===== config.mk =====
export PLATFORM = sky130hd
export DESIGN_NAME = route_dispatch
export DESIGN_NICKNAME = d
export VERILOG_FILES = /design/src/rtl/route_dispatch_pkg.sv /design/src/rtl/route_dispatch_demux.sv /design/src/rtl/route_dispatch.sv
export SDC_FILE = /design/constraint.sdc
export NUM_CORES = 1
export LEC_CHECK = 0
export BUFFER_PORTS_ARGS = -buffer_cell sky130_fd_sc_hd__buf_2
export CAP_MARGIN = 20
export CORE_ASPECT_RATIO = 0.9
export CORE_MARGIN = 10
export CORE_UTILIZATION = 40
export DETAILED_ROUTE_END_ITERATION = 10
export PLACE_DENSITY = 0.6
export SLEW_MARGIN = 20
export SYNTH_ARGS = -nofsm -noshare
export SYNTH_HDL_FRONTEND = slang
export SYNTH_HIERARCHICAL = 1
export SYNTH_SLANG_ARGS = --single-unit

===== constraint.sdc =====
create_clock -name clk -period 3 [get_ports clk]
set_clock_uncertainty 0.15 [all_clocks]
set_input_delay 0.3 -clock clk [delete_from_list [all_inputs] [get_ports clk]]
set_output_delay 0.3 -clock clk [all_outputs]
set_load 0.01 [all_outputs]

===== src/rtl/route_dispatch_pkg.sv =====
// Shared widths, lane encoding and flit types for the router output dispatch stage.
package route_dispatch_pkg;

  localparam int SIZE      = 8;
  localparam int BITS_DIR  = 3;
  localparam int NUM_LANES = 5;

  typedef logic [SIZE-1:0]     flit_t;
  typedef logic [BITS_DIR-1:0] dir_t;

  localparam dir_t DIR_NORTH = 3'd0;
  localparam dir_t DIR_SOUTH = 3'd1;
  localparam dir_t DIR_EAST  = 3'd2;
  localparam dir_t DIR_WEST  = 3'd3;
  localparam dir_t DIR_LOCAL = 3'd4;
  localparam dir_t DIR_COUNT = 3'd5;

  function automatic logic dir_valid(input dir_t d);
    return d < DIR_COUNT;
  endfunction

endpackage


===== src/rtl/route_dispatch_demux.sv =====
// Combinational lane fan-out: steers one request and one flit onto the selected lane.
// Zero latency; out-of-range selects leave every lane idle.
module route_dispatch_demux
  import route_dispatch_pkg::*;
(
  input  logic                      req,
  input  logic                      dat_en,
  input  dir_t                      sel,
  input  flit_t                     flit,
  output logic [NUM_LANES-1:0]      lane_req,
  output logic [NUM_LANES*SIZE-1:0] lane_dat
);

  always_comb begin
    lane_req = '0;
    lane_dat = '0;
    for (int k = 0; k < NUM_LANES; k++) begin
      if (sel == dir_t'(k)) begin
        lane_req[k]              = req;
        lane_dat[k*SIZE +: SIZE] = dat_en ? flit : '0;
      end
    end
  end

endmodule


===== src/rtl/route_dispatch.sv =====
// Pops one flit, looks up its output lane, then runs a 4-phase req/ack on that lane only.
// One flit in flight, 4+TABLE_LAT cycles minimum per flit; stalls in SEND/RELEASE until the lane acks.
module route_dispatch
  import route_dispatch_pkg::*;
#(
  parameter int TABLE_LAT = 1  // legal 0..3
) (
  input  logic                      clk,
  input  logic                      reset,
  input  logic                      fifo_empty,
  input  logic [SIZE-1:0]           fifo_data_out,
  output logic                      fifo_read,
  output logic [SIZE-1:0]           table_addr,
  input  logic [BITS_DIR-1:0]       table_data,
  output logic [NUM_LANES-1:0]      fifo_pop_req,
  input  logic [NUM_LANES-1:0]      fifo_pop_ack,
  output logic [NUM_LANES*SIZE-1:0] fifo_pop_data,
  output logic                      busy,
  output logic [15:0]               drop_count
);

  localparam logic [1:0] ST_IDLE    = 2'd0;
  localparam logic [1:0] ST_LOOKUP  = 2'd1;
  localparam logic [1:0] ST_SEND    = 2'd2;
  localparam logic [1:0] ST_RELEASE = 2'd3;
  localparam logic [1:0] LAT        = 2'(TABLE_LAT);

  logic [1:0]                state, state_nxt, wait_cnt;
  flit_t                     flit_r;
  dir_t                      sel_r, sel_nxt;
  logic                      lookup_done, route_ok, ack_sel, req_nxt, dat_en_nxt;
  logic [NUM_LANES-1:0]      lane_req;
  logic [NUM_LANES*SIZE-1:0] lane_dat;

  assign lookup_done = (state == ST_LOOKUP) && (wait_cnt == LAT);
  assign route_ok    = dir_valid(table_data);
  assign ack_sel     = fifo_pop_ack[sel_r];
  assign sel_nxt     = (state == ST_LOOKUP) ? table_data : sel_r;
  assign table_addr  = flit_r;
  assign busy        = (state != ST_IDLE);

  always_comb begin
    state_nxt  = state;
    req_nxt    = 1'b0;
    dat_en_nxt = 1'b0;
    case (state)
      ST_IDLE: begin
        if (!fifo_empty) state_nxt = ST_LOOKUP;
      end
      ST_LOOKUP: begin
        if (lookup_done) state_nxt = route_ok ? ST_SEND : ST_IDLE;
        req_nxt    = lookup_done && route_ok;
        dat_en_nxt = lookup_done && route_ok;
      end
      ST_SEND: begin
        if (ack_sel) state_nxt = ST_RELEASE;
        req_nxt    = !ack_sel;
        dat_en_nxt = 1'b1;
      end
      default: begin
        // Bundled data stays on the lane until the receiver drops ack.
        if (!ack_sel) state_nxt = ST_IDLE;
        dat_en_nxt = ack_sel;
      end
    endcase
  end

  route_dispatch_demux u_demux (
    .req      (req_nxt),
    .dat_en   (dat_en_nxt),
    .sel      (sel_nxt),
    .flit     (flit_r),
    .lane_req (lane_req),
    .lane_dat (lane_dat)
  );

  always_ff @(posedge clk or negedge reset) begin
    if (!reset) begin
      state         <= ST_IDLE;
      wait_cnt      <= '0;
      flit_r        <= '0;
      sel_r         <= '0;
      fifo_read     <= 1'b0;
      fifo_pop_req  <= '0;
      fifo_pop_data <= '0;
      drop_count    <= '0;
    end else begin
      state         <= state_nxt;
      fifo_read     <= (state == ST_IDLE) && !fifo_empty;
      fifo_pop_req  <= lane_req;
      fifo_pop_data <= lane_dat;
      if (state == ST_IDLE && !fifo_empty) flit_r <= fifo_data_out;
      wait_cnt <= (state == ST_LOOKUP && !lookup_done) ? wait_cnt + 2'd1 : 2'd0;
      if (lookup_done) sel_r <= table_data;
      if (lookup_done && !route_ok && drop_count != 16'hFFFF) drop_count <= drop_count + 16'd1;
    end
  end

endmodule


Word level (Yosys, flattened, before mapping)
Index checks and enable logic that the tools add are counted.

Input port bits: 19. Logic and storage cells: 61. Output and inout bits: 71. Memory bits (writable): 0. Latch bits: 0. Bits in registers: 77. Memory bits (read-only): 0. Memories kept: 0.

Muxes and demuxes: 23. Shift-type cells: 0. Equal/unequal tests: 12. $add $sub $neg: 2. Reductions and logical operators: 14. Div/mod/pow operators: 0. Multipliers: 0. $lt $le $gt $ge: 2. Bitwise operators: 0.

Operators by type and width (number): $mux W8 (6); $add A16 B1 Y16 const B (1); $ne A16 B16 Y1 const B (1); $mux W2 (6); $eq A3 B2 Y1 const B (2); $logic_and A1 B1 Y1 (6); $mux W1 (6); $ne A2 B2 Y1 const B (3); $pmux W2 S3 (1); $eq A2 B1 Y1 const B (2); $logic_not A1 Y1 (4); $lt A3 B4 Y1 const B (1); $ne A4 B1 Y1 const B (1); $reduce_and A4 Y1 (1); $bmux W1 S3 (1); $eq A3 B1 Y1 const B (1); $eq A3 B3 Y1 const B (1); $logic_not A3 Y1 (1); $lt A3 B3 Y1 const B (1); $mux W3 (1); $pmux W1 S3 (1); $add A2 B1 Y2 const B (1); $eq A2 B2 Y1 const B (1); $logic_not A2 Y1 (1); other kinds (2) (2).

Logic depth before layout (Yosys ltp)
Depth after elaboration: 6. Depth in mapped cells: 8. Gate-level depth less buffers: 7.

By module
Netlist, hierarchy kept.

By module, submodules not included: route_dispatch (sequential area each 1926.8 sq um, times used 1, cells an instance 178, area each 2743.9 sq um); route_dispatch_demux (sequential area each 0.0 sq um, times used 1, cells an instance 60, area each 414.1 sq um).

Worst setup path after synthesis
No wires, ideal clock.

Kind: reg-to-reg. From: register sel_r[0]. To: register fifo_pop_data[10]. Path buffers: 1. Slack: 0.994 ns. Data arrival time: 1.789 ns. Clock period less this slack: 2.006 ns. Data required time: 2.783 ns. Library setup time: 0.067 ns. Cell stages (with the launch flop): 8. Cells stage by stage: dfrtp_1 mux2i_1 or3_1 and2_4 a22oi_1 nor2b_2 buf_4 and3_1.

Cells in the longest elaborated chain, start to end: 5. Elaborated cells on any way between the ends: 7. Those cells by class: 1 x eq/ne; 6 x mux.

RTL lines: start, declared (RTL line route_dispatch.sv:30) `dir_t sel_r, sel_nxt;`; start signal, assigned (RTL line route_dispatch.sv:94) `if (lookup_done) sel_r <= table_data;`; $bmux W1 S3 (RTL line route_dispatch.sv:37) `assign ack_sel = fifo_pop_ack[sel_r];`; $mux W1 (implied by the code) (RTL line route_dispatch.sv:37); $pmux W1 S3 (RTL line route_dispatch.sv:46) `case (state)`; named net dat_en_nxt (RTL line route_dispatch.sv:31) `logic lookup_done, route_ok, ack_sel, req_nxt, dat_en_nxt;`; $mux W8 (RTL line route_dispatch_demux.sv:20) `lane_dat[k*SIZE +: SIZE] = dat_en ? flit : '0;`; $mux W8 (RTL line route_dispatch_demux.sv:18) `if (sel == dir_t'(k)) begin`; named net lane_dat[10] (RTL line route_dispatch.sv:33) `logic [NUM_LANES*SIZE-1:0] lane_dat;`; end signal, assigned (RTL line route_dispatch.sv:91) `fifo_pop_data <= lane_dat;`; end, declared (RTL line route_dispatch.sv:17) `output logic [NUM_LANES*SIZE-1:0] fifo_pop_data,`.

The timed path passes the listed nets, and every way through them passes these cells. The select of a mux whose other input is x is not followed. A chain may end at the register's enable or synchronous reset.

Worst setup path in the final report
From: register sel_r[0]. To: register fifo_pop_data[0].

Same word-level chain as after synthesis.

==> out/results.ini <==
[cts]
htree_levels=3
clock-sinks=77
numCtsBuffers=9
clk_pin_slew_worst_paths_ns=0.09
cts_root_buf=clkbuf_8
clk-insertion-delay-late_ns=0.35
postCtsSetupBuffers=0
cts_tree=done
postCtsHoldBufs=1
cts-resized-gates=0
cts.path.max_buffers=2

[grt]
grt_pass1_wl_um=12300
antenna_found_initial=0
track_usage_pct=12.8
grt_max_degree=78
grt_pass1_vias=2312
grt_remaining_overflow=0

[floorplan]
dieArea_mm2=0.0119
core_mm2=0.00762
initial_core_util_pct=41.4
die_y_um=104
die_w_um=114
io_pins=90
num_rows=30

[power]
switching_share_pct=36.0
total_power_mw=3.40
p_clk_share_pct=26.2
seqPwrFrac_pct=41.7
combPwrFrac_pct=32.1
p_int_mw=2.18
netSwitchingPower_mw=1.22
powerDensity_mw_per_mm2=868
p_leak_nw=2.21
peakVddDrop_mv=0.515

[sta]
layout_setup_ws_ns=0.438
fmax_mhz=390
min_period_ns=2.56
setup_viol=0
period_share_pct=85.4
worstMarginPinSlew_ns=0.974
fin_tns_setup_ns=0
finalHoldViolCount=0
maxSlewHeadroom_pct=35.1
rsz0062_at_grt=no
finalMaxSlewViolations=0
holdWs_ns=0.0324

[logic_synthesis]
synth-seq-area-share_pct=61.0
synthFlopType=dfrtp_1
syn_inst=238
synthAdderAreaFrac_pct=2.38
ys_top_cells_by_area=dfrtp_1 61%, and3_1 5.9%, mux2_2 5.3%, ha_1 2.4%, xor2_1 2.2%
synth_xor_area_share_pct=3.05
synth_common_cells=77 x dfrtp_1, 30 x and3_1, 15 x mux2_2
yosysWarnings=6
synth-seq-cells=77
synthArstFlopShare_pct=100
synth_compound_area_share_pct=3.88
syn-cell-area_mm2=0.00316
synth_largest_area_cell=dfrtp_1
syn_avg_cell_area_um2=13.3
synth.top_cell.area_share_pct=61.0
yosysMostFrequentCell=dfrtp_1
synth_top_family_by_area=simple AND/OR/NAND/NOR gates
synth-edff-count=0
synth_fp_nets=263
synth-simple-area-share_pct=20.9
synth_cell_types=52
yosys-mux-area-fraction_pct=6.77

[layout]
drive_gt1_share_pct=40.4
nets=357
fin_area_mm2=0.00392
syn_to_final_growth_pct=24.0
nFillCells=683
post-route-util_pct=51.4
seqCellArea_mm2=0.00193
final-instance-count-excl-fill=433
multi_input_area_mm2=0.00117
diodes=0

[placement]
placed_area_mm2=0.00368
dp_cells=416
place_ws_ns=0.474
place_congestion=0.751
dp_hpwl_um=5360
port_buffers=89

[detailed_routing]
firstDrtPassIters=4
via_per_inst=4.95
drt_iter0_drc=86
drc=0
wl_um=7510
vias=2142
antenna_left=0
wire_per_inst_um=17.3

[critical_path]
critPathArrivalTime_ns=2.70
worstPathMaxFanout=21
cp_cell_sequence=mux2i_1 > or3_1 > and2_4 > a22oi_1 > nor2b_2 > and3_1
crit_type=register to register
worstSetupEndpointType=register
crit_required_ns=3.14
critPathMaxStageDelay_ns=0.64
start_kind=register
slowest_stage=nor2b_2

[outcome]
run_status=finished clean

[min_path]
hold_path_class=primary input to register

[job]
maxCapViolations=0

## final timing paths
| path | depth (start not counted) | from | slack, ns | to |
|---|---|---|---|---|
| setup / recovery | 6 | sel_r[0] | 0.44 | fifo_pop_data[0] |
| hold / removal | 2 | fifo_data_out[2] | 0.03 | table_addr[2] |
| setup reg to reg | 6 | sel_r[0] | 0.44 | fifo_pop_data[0] |
| hold reg to reg | 1 | wait_cnt[0] | 0.28 | wait_cnt[0] |
| max in group asynchronous | 2 | reset | 1.56 | fifo_pop_req[2] |
| min in group asynchronous | 2 | reset | 0.50 | drop_count[7] |
## per-layer routing
layer / routed length [um] / GRT usage (%) / vias up
met5: 0 / 0 / -
met4: 99 / 3.80 / 0
met3: 554 / 5.71 / 9
met2: 3470 / 19.4 / 62
met1: 3390 / 15.9 / 1035
li1: - / - / 1036
## power by group through the flow
stage | sequential (mW) | clock [mW] | combinational (mW)
2_1_floorplan | 1.46 | 0 | 0.703
3_3_place_gp | 1.44 | 0 | 1.09
3_5_place_dp | 1.44 | 0 | 1.10
4_1_cts | 1.42 | 0.921 | 1.11
5_1_grt | 1.45 | 0.965 | 1.21
6_report | 1.42 | 0.892 | 1.09
## kinds of logic (layout without fill, tap and decap cells)
group,after synthesis,in the layout
AOI/OAI and AO/OA,15,15
DFF,77,77
muxes,19,19
and+or+nand+nor,99,99
xor gates and xnor gates,11,11
adders and majority gates,6,6
buffers and inverters,11,110
## final cells by class
type	instances	area share, %
timing repair buffer	90	11.7
multi-input combinational	150	29.8
inverter	4	0.383
tap	96	3.07
clock inverter	7	2.68
sequential	77	49.2
clock buffer	9	3.16
## worst max-delay path: cells and delay by family, from the launching register on
| family | cells | cell delay, ns |
|---|---|---|
| AND/OR/NAND/NOR | 4 | 1.41 |
| flip-flops | 1 | 0.45 |
| multiplexers | 1 | 0.14 |
| AO/OA/AOI/OAI | 1 | 0.34 |
## sequential cells by signal, summed over array words and instances (netlist names)
signal,flops
state,2
drop_count,16
wait_cnt,2
fifo_pop_req,5
table_addr,8
fifo_pop_data,40
fifo_read,1
sel_r,3
## layout by cell type (no fill, tap or decap), types with 2 or more instances in the layout
cell type	count
xor2_1	8
and2_1	8
inv_6	2
and2_4	2
buf_2	88
nand2_1	8
nor3_1	3
nand3_1	7
mux2i_1	3
mux2_2	15
nor4_1	2
nor2_2	2
ha_1	6
bufinv_16	2
dfrtp_1	77
nor2_1	5
or3_1	2
nor4b_1	2
and3_1	30
clkbuf_8	9
xnor2_1	3
and4_1	7
nand2b_1	4
inv_1	4
and4bb_2	2
o21ai_0	3
a21boi_0	2
Note: power is estimated with default switching activity, not from simulation.
